[config.mk]
export PLATFORM = sky130hd
export DESIGN_NAME = rcon_sequencer
export DESIGN_NICKNAME = d
export VERILOG_FILES = /design/src/rtl/rcon_sequencer.sv
export SDC_FILE = /design/constraint.sdc
export NUM_CORES = 1
export LEC_CHECK = 0
export ABC_CLOCK_PERIOD_IN_PS = 2900
export BUFFER_PORTS_ARGS = -buffer_cell sky130_fd_sc_hd__buf_4
export CORE_MARGIN = 5
export CORE_UTILIZATION = 30
export CTS_CLUSTER_SIZE = 25
export DETAILED_ROUTE_END_ITERATION = 10
export PLACE_DENSITY = 0.44
export SYNTH_ARGS = -nofsm -noshare
export SYNTH_HDL_FRONTEND = slang
export SYNTH_SLANG_ARGS = --single-unit
[constraint.sdc]
create_clock -name clk -period 2.9 [get_ports clk]
set_input_delay 0.58 -clock clk [delete_from_list [all_inputs] [get_ports clk]]
set_output_delay 0.58 -clock clk [all_outputs]
set_load 0.05 [all_outputs]
[src/rtl/rcon_sequencer.sv]
// AES round-constant sequencer: GF(2^8) doubling (encrypt) or halving (decrypt), one Rcon per i_Next handshake.
// Optional RCON_CHECK_EN adds o_Check_Err, a sticky compare against the standard constant table.
module rcon_sequencer #(
   parameter int          NUM_RCON = 10,
   parameter logic [7:0]  POLY     = 8'h1B
) (
   input  logic       clk,
   input  logic       rst_n,
   input  logic       i_Start,
   input  logic       i_Decrypt,
   input  logic [1:0] i_Key_Size,
   input  logic       i_Next,
   output logic [7:0] o_Rcon,
   output logic       o_Valid,
   output logic [3:0] o_Round,
   output logic       o_Last,
   output logic       o_Busy,
   output logic       o_Done
`ifdef RCON_CHECK_EN
   ,
   output logic       o_Check_Err
`endif
);

   typedef enum logic [1:0] {IDLE, PRIME, RUN, DONE} state_t;

   localparam logic [3:0] CAP = 4'(NUM_RCON);

   state_t     state, state_nxt;
   logic [7:0] rcon, rcon_nxt;
   logic [3:0] round, round_nxt;
   logic [3:0] num, num_nxt;
   logic [3:0] cnt, cnt_nxt;
   logic       dec, dec_nxt;
   logic [3:0] key_num, num_sel;
   logic       last;

   function automatic logic [7:0] xtime(input logic [7:0] r);
      return {r[6:0], 1'b0} ^ (r[7] ? POLY : 8'h00);
   endfunction

   function automatic logic [7:0] inv_xtime(input logic [7:0] r);
      logic [8:0] t;
      t = ({1'b1, POLY} & {9{r[0]}}) ^ {1'b0, r};
      return t[8:1];
   endfunction

   always_comb begin
      case (i_Key_Size)
         2'b01:   key_num = 4'd8;
         2'b10:   key_num = 4'd7;
         default: key_num = 4'd10;
      endcase
      num_sel = (key_num < CAP) ? key_num : CAP;
   end

   assign last = (state == RUN) && (dec ? (round == 4'd1) : (round == num));

   always_comb begin
      state_nxt = state;
      rcon_nxt  = rcon;
      round_nxt = round;
      num_nxt   = num;
      cnt_nxt   = cnt;
      dec_nxt   = dec;
      if (i_Start) begin
         dec_nxt  = i_Decrypt;
         num_nxt  = num_sel;
         rcon_nxt = 8'h01;
         if (i_Decrypt) begin
            state_nxt = PRIME;
            round_nxt = 4'd0;
            cnt_nxt   = num_sel - 4'd1;
         end else begin
            state_nxt = RUN;
            round_nxt = 4'd1;
            cnt_nxt   = 4'd0;
         end
      end else begin
         case (state)
            // Walk forward to the last constant so the descending run can start from it.
            PRIME: begin
               if (cnt != 4'd0) begin
                  rcon_nxt = xtime(rcon);
                  cnt_nxt  = cnt - 4'd1;
               end
               if (cnt <= 4'd1) begin
                  state_nxt = RUN;
                  round_nxt = num;
               end
            end
            RUN: begin
               if (i_Next) begin
                  if (last) begin
                     state_nxt = DONE;
                  end else if (dec) begin
                     rcon_nxt  = inv_xtime(rcon);
                     round_nxt = round - 4'd1;
                  end else begin
                     rcon_nxt  = xtime(rcon);
                     round_nxt = round + 4'd1;
                  end
               end
            end
            default: ;
         endcase
      end
   end

   always_ff @(posedge clk or negedge rst_n) begin
      if (!rst_n) begin
         state <= IDLE;
         rcon  <= 8'h00;
         round <= 4'd0;
         num   <= 4'd0;
         cnt   <= 4'd0;
         dec   <= 1'b0;
      end else begin
         state <= state_nxt;
         rcon  <= rcon_nxt;
         round <= round_nxt;
         num   <= num_nxt;
         cnt   <= cnt_nxt;
         dec   <= dec_nxt;
      end
   end

   assign o_Rcon  = rcon;
   assign o_Round = round;
   assign o_Valid = (state == RUN);
   assign o_Last  = last;
   assign o_Busy  = (state == PRIME) || (state == RUN);
   assign o_Done  = (state == DONE);

`ifdef RCON_CHECK_EN
   logic chk_err;
   logic chk_mis;

   function automatic logic [7:0] ref_rcon(input logic [3:0] r);
      case (r)
         4'd1:    return 8'h01;
         4'd2:    return 8'h02;
         4'd3:    return 8'h04;
         4'd4:    return 8'h08;
         4'd5:    return 8'h10;
         4'd6:    return 8'h20;
         4'd7:    return 8'h40;
         4'd8:    return 8'h80;
         4'd9:    return 8'h1B;
         4'd10:   return 8'h36;
         default: return 8'h00;
      endcase
   endfunction

   // The table only describes the standard polynomial and rounds 1..10.
   assign chk_mis = o_Valid && (POLY == 8'h1B) && (round >= 4'd1) && (round <= 4'd10)
                    && (rcon != ref_rcon(round));

   always_ff @(posedge clk or negedge rst_n) begin
      if (!rst_n)       chk_err <= 1'b0;
      else if (i_Start) chk_err <= 1'b0;
      else if (chk_mis) chk_err <= 1'b1;
   end

   assign o_Check_Err = chk_err;
`endif

endmodule

==> impl.org <==
** STA
- Worst Clk Skew :: 0.003307 ns
- Fin. max-slew vios :: 0
- Worst-case headroom to the max-slew limit :: 0.5174
- Counting I/O delays and the setup requirement, the final critical path takes between 2 and 3 ns.
- Maximum frequency from static timing analysis :: 0.3700 GHz
- Final count of hold timing violations :: 0
- Setup violations remaining at the end of the flow were counted as 0.
- Setup repair after global routing left no endpoint under its margin.
- Slew at the pin with the worst max-slew slack :: 0.7146 ns
- Final total negative setup slack :: 0 ns
- Setup slack closes at 0.1971 ns.
- In the finished design, the share of the clock period the worst path needs comes to 0.9320.

** Clocking
- Clock-pin transition on the worst setup and hold timing paths :: 0.09 ns
- Post-CTS repair changed the size of 0 cells.
- In this run the number of H-tree levels came out at 1.
- CTS saw 22 sinks.
- Longest Clk Path Bufs :: 2
- CTS Root Buffer Type :: sky130_fd_sc_hd__clkbuf_8
- Clock latency of the later-clocked register in the worst-skew pair :: 0.26 ns
- The number of hold buffers added after CTS was 0.
- TritonCTS built the clock tree.
- Number of clock buffers inserted by TritonCTS :: 3
- Post-CTS Repair Setup Buffers :: 0

** Power and ir drop
- Switching fraction of total power :: 0.4657
- Of the total power, the clock network draws 0.181.
- In this run the static leakage power is 0.8249 nW.
- For this design the ratio of total power to cell area is 899.8 mW/mm2.
- Net Switching :: around 0.00075 W
- Internal power comes to approximately 0.00086 W.
- Of the total power, combinational logic draws 0.508.
- Power share of the sequential group :: 0.311
- Worst IR drop on VDD :: 0.2331 mV

** Yosys
- Ys flop type :: sky130_fd_sc_hd__dfrtp_1
- Post-synthesis async set-or-reset flop share :: 1.000
- Yosys mapped the design onto 42 distinct sky130hd cell types.
- In the post-synthesis netlist, the biggest area contributors are sky130_fd_sc_hd__dfrtp_1, sky130_fd_sc_hd__ha_1, sky130_fd_sc_hd__mux2_2, sky130_fd_sc_hd__xnor2_1, sky130_fd_sc_hd__nand2_1.
- Of the post-synthesis cell area, the dominant cell type holds 0.3630.
- The biggest area contributor in the post-synthesis netlist is sky130_fd_sc_hd__dfrtp_1.
- Cell count after synthesis :: 166
- Dividing the synthesized area by the synthesized cell count gives around 9.1 um2.
- Post-Synthesis Net Count :: 184
- Yosys synthesis warning count :: 0
- Number of synthesized flops with an enable pin :: 0
- Summing every instance area after synthesis gives roughly 0.0015 mm2.
- Register bit count reported by yosys :: 22
- The share of the Yosys chip area taken by registers is 0.3630.

** Critical path
- Slowest cell delay on critical path :: 0.48 ns
- The critical path goes through inv_1 -> ha_1 -> and2_4 -> nand4_2 -> o21a_4 -> inv_4 -> buf_4.
- The worst setup path is captured at an output port.
- For the worst setup path, the data arrival time is 2.12 ns.
- Setup slack on the worst reg-to-reg path comes out at 0.67 ns.
- Kind of start point of the critical path :: register
- Critical path fanouts, max :: 13
- Data required time at the worst endpoint :: 2.32 ns
- Among all stages on the critical path, the largest delay is contributed by sky130_fd_sc_hd__ha_1.
- The worst setup path is of the register to output port kind.

** Route
- Drt via density :: 4.813
- Vias :: between 1000 and 1500
- Average wire per cell in the routed design :: ~14 um
- The count of nets left with antenna violations once routing finished came out at 0.
- Total length of routed wires :: around 3.5 mm
- Number of DRC violations after detailed routing :: 0
- Pre-Repair DR Iteration Count :: 4
- Drt initial violations :: 98

** Cells and area
- Commonest non-fill, non-tap cells in the layout :: sky130_fd_sc_hd__dfrtp_1, sky130_fd_sc_hd__buf_4, sky130_fd_sc_hd__nand2_1
- FF+latch area :: 550.5 um2
- For this run, the post-layout net count is approximately 200.
- Share of cells above drive strength 1 :: 0.2120
- Once layout is complete, the utilization of the core stands at 0.3712.
- The layout has 515 filler cells.
- Area taken by multi-input logic gates :: ~850 um2
- Antenna Diode Count :: 0
- Compared with the post-synthesis result, the final layout area differs by 17.90%.

** Global routing
- Total global routing overflow :: 0
- Pin count of the biggest net entering global routing :: 23
- Wire length of the first global-routing pass :: 6.099 mm
- In the global route stage, overall resource usage came out at 0.1183.
- Number of global-route vias before repair :: approximately 1200
- The initial antenna violation count is 0.

** Placement
- OpenSTA, run right after detailed placement, puts the worst setup slack at 0.5114 ns.
- Once detailed placement completed, the half-perimeter wirelength came to 2.637 mm.
- # port buffers :: 22
- The congestion estimate from routability-driven global placement came to roughly 0.84.

** Floorplanning
- Placeable Area :: about 0.0048 mm2
- Number of primary I/O pins :: 23
- The floorplan step defined a die boundary enclosing approximately 0.0066 mm2.
- The floorplan step set the die width to 81.10 um.
- The die is 81.10 um tall.
- Initial Util :: 0.3148
- Std cell rows :: 25

** Min path
- The path class of the tightest hold or removal check is primary input to asynchronous set/reset pin.

** Run status
- Result of the run :: finished, final reports clean

** Job
- Max-cap violations in this run came to 0.
==> stage by stage <==
step           cells  cell area [um2]  power (W)  hold slack, ns
2_1_floorplan    166             1516   0.001111          0.2844
3_3_place_gp     247             1717   0.001328          0.4965
3_5_place_dp     247             1717   0.001327          0.4977
4_1_cts          251             1788   0.001627          0.2021
5_1_grt          251             1788   0.001723          0.2061
6_report         251             1788   0.001609          0.1946
==> area by class of cell <==
| type | instances | share of cell area |
|---|---|---|
| multi-input cells | 120 | 0.4780 |
| flip-flops and latches | 22 | 0.3079 |
| repair buffers | 22 | 0.09237 |
| well taps | 67 | 0.04689 |
| inverters | 16 | 0.03499 |
| clock buffers | 3 | 0.02309 |
| clock inverters | 1 | 0.01680 |
==> critical path, delay by kind of cell (launching register included) <==
family                     cells  cell delay (ns)
DFF                            1             0.42
AOI/OAI and AO/OA              1             0.15
adders and majority gates      1             0.48
and+or+nand+nor                2             0.41
buffers and inverters          3             0.39
==> synthesized netlist by cell type, drive strengths merged, types with 3 or more instances <==
cell type   n
a31oi       3
mux2        7
clkbuf      5
nor3        5
xnor2       8
dfrtp      22
ha         11
buf         3
o21ai       8
o211ai      6
mux2i       3
inv        15
nand3       3
a21oi       7
nor2       13
a211oi      5
nand2      18
==> flip-flops by register name, indices dropped and copies added, names as in the netlist <==
| name | cells |
|---|---|
| cnt | 4 |
| o_Round | 4 |
| state | 2 |
| o_Rcon | 8 |
| dec | 1 |
| num | 3 |
==> worst paths after layout <==
path	to	from	cells after the start
max	o_Last	state[0]	7
min	o_Round[2]	rst_n	1
max reg2reg	o_Rcon[6]	state[0]	8
min reg2reg	o_Rcon[5]	o_Rcon[5]	1
max in group asynchronous	o_Rcon[7]	rst_n	1
min in group clk	o_Rcon[5]	o_Rcon[5]	1
==> routing by layer <==
layer | wire length (um) | global-route usage
met1 | 1759 | 0.1715
met2 | 1599 | 0.1798
met3 | 140 | 0.02106
met4 | 19 | 0.03209
met5 | 0 | 0
==> cell families after synthesis <==
group,share of synthesized area
muxes,0.07179
DFF,0.3630
AOI/OAI and AO/OA,0.1939
adders and majority gates,0.09076
buffers and inverters,0.07343
xor gates and xnor gates,0.05776
and+or+nand+nor,0.1493
==> power groups by stage <==
stage	clock network (W)	logic [W]	registers [W]
5_1_grt	0.000318	0.000883	0.000522
4_1_cts	0.000302	0.000825	0.000500
3_3_place_gp	0	0.000823	0.000505
2_1_floorplan	0	0.000442	0.000670
3_5_place_dp	0	0.000821	0.000506
6_report	0.000291	0.000817	0.000501
No activity file was read; power rests on OpenSTA's default activity.
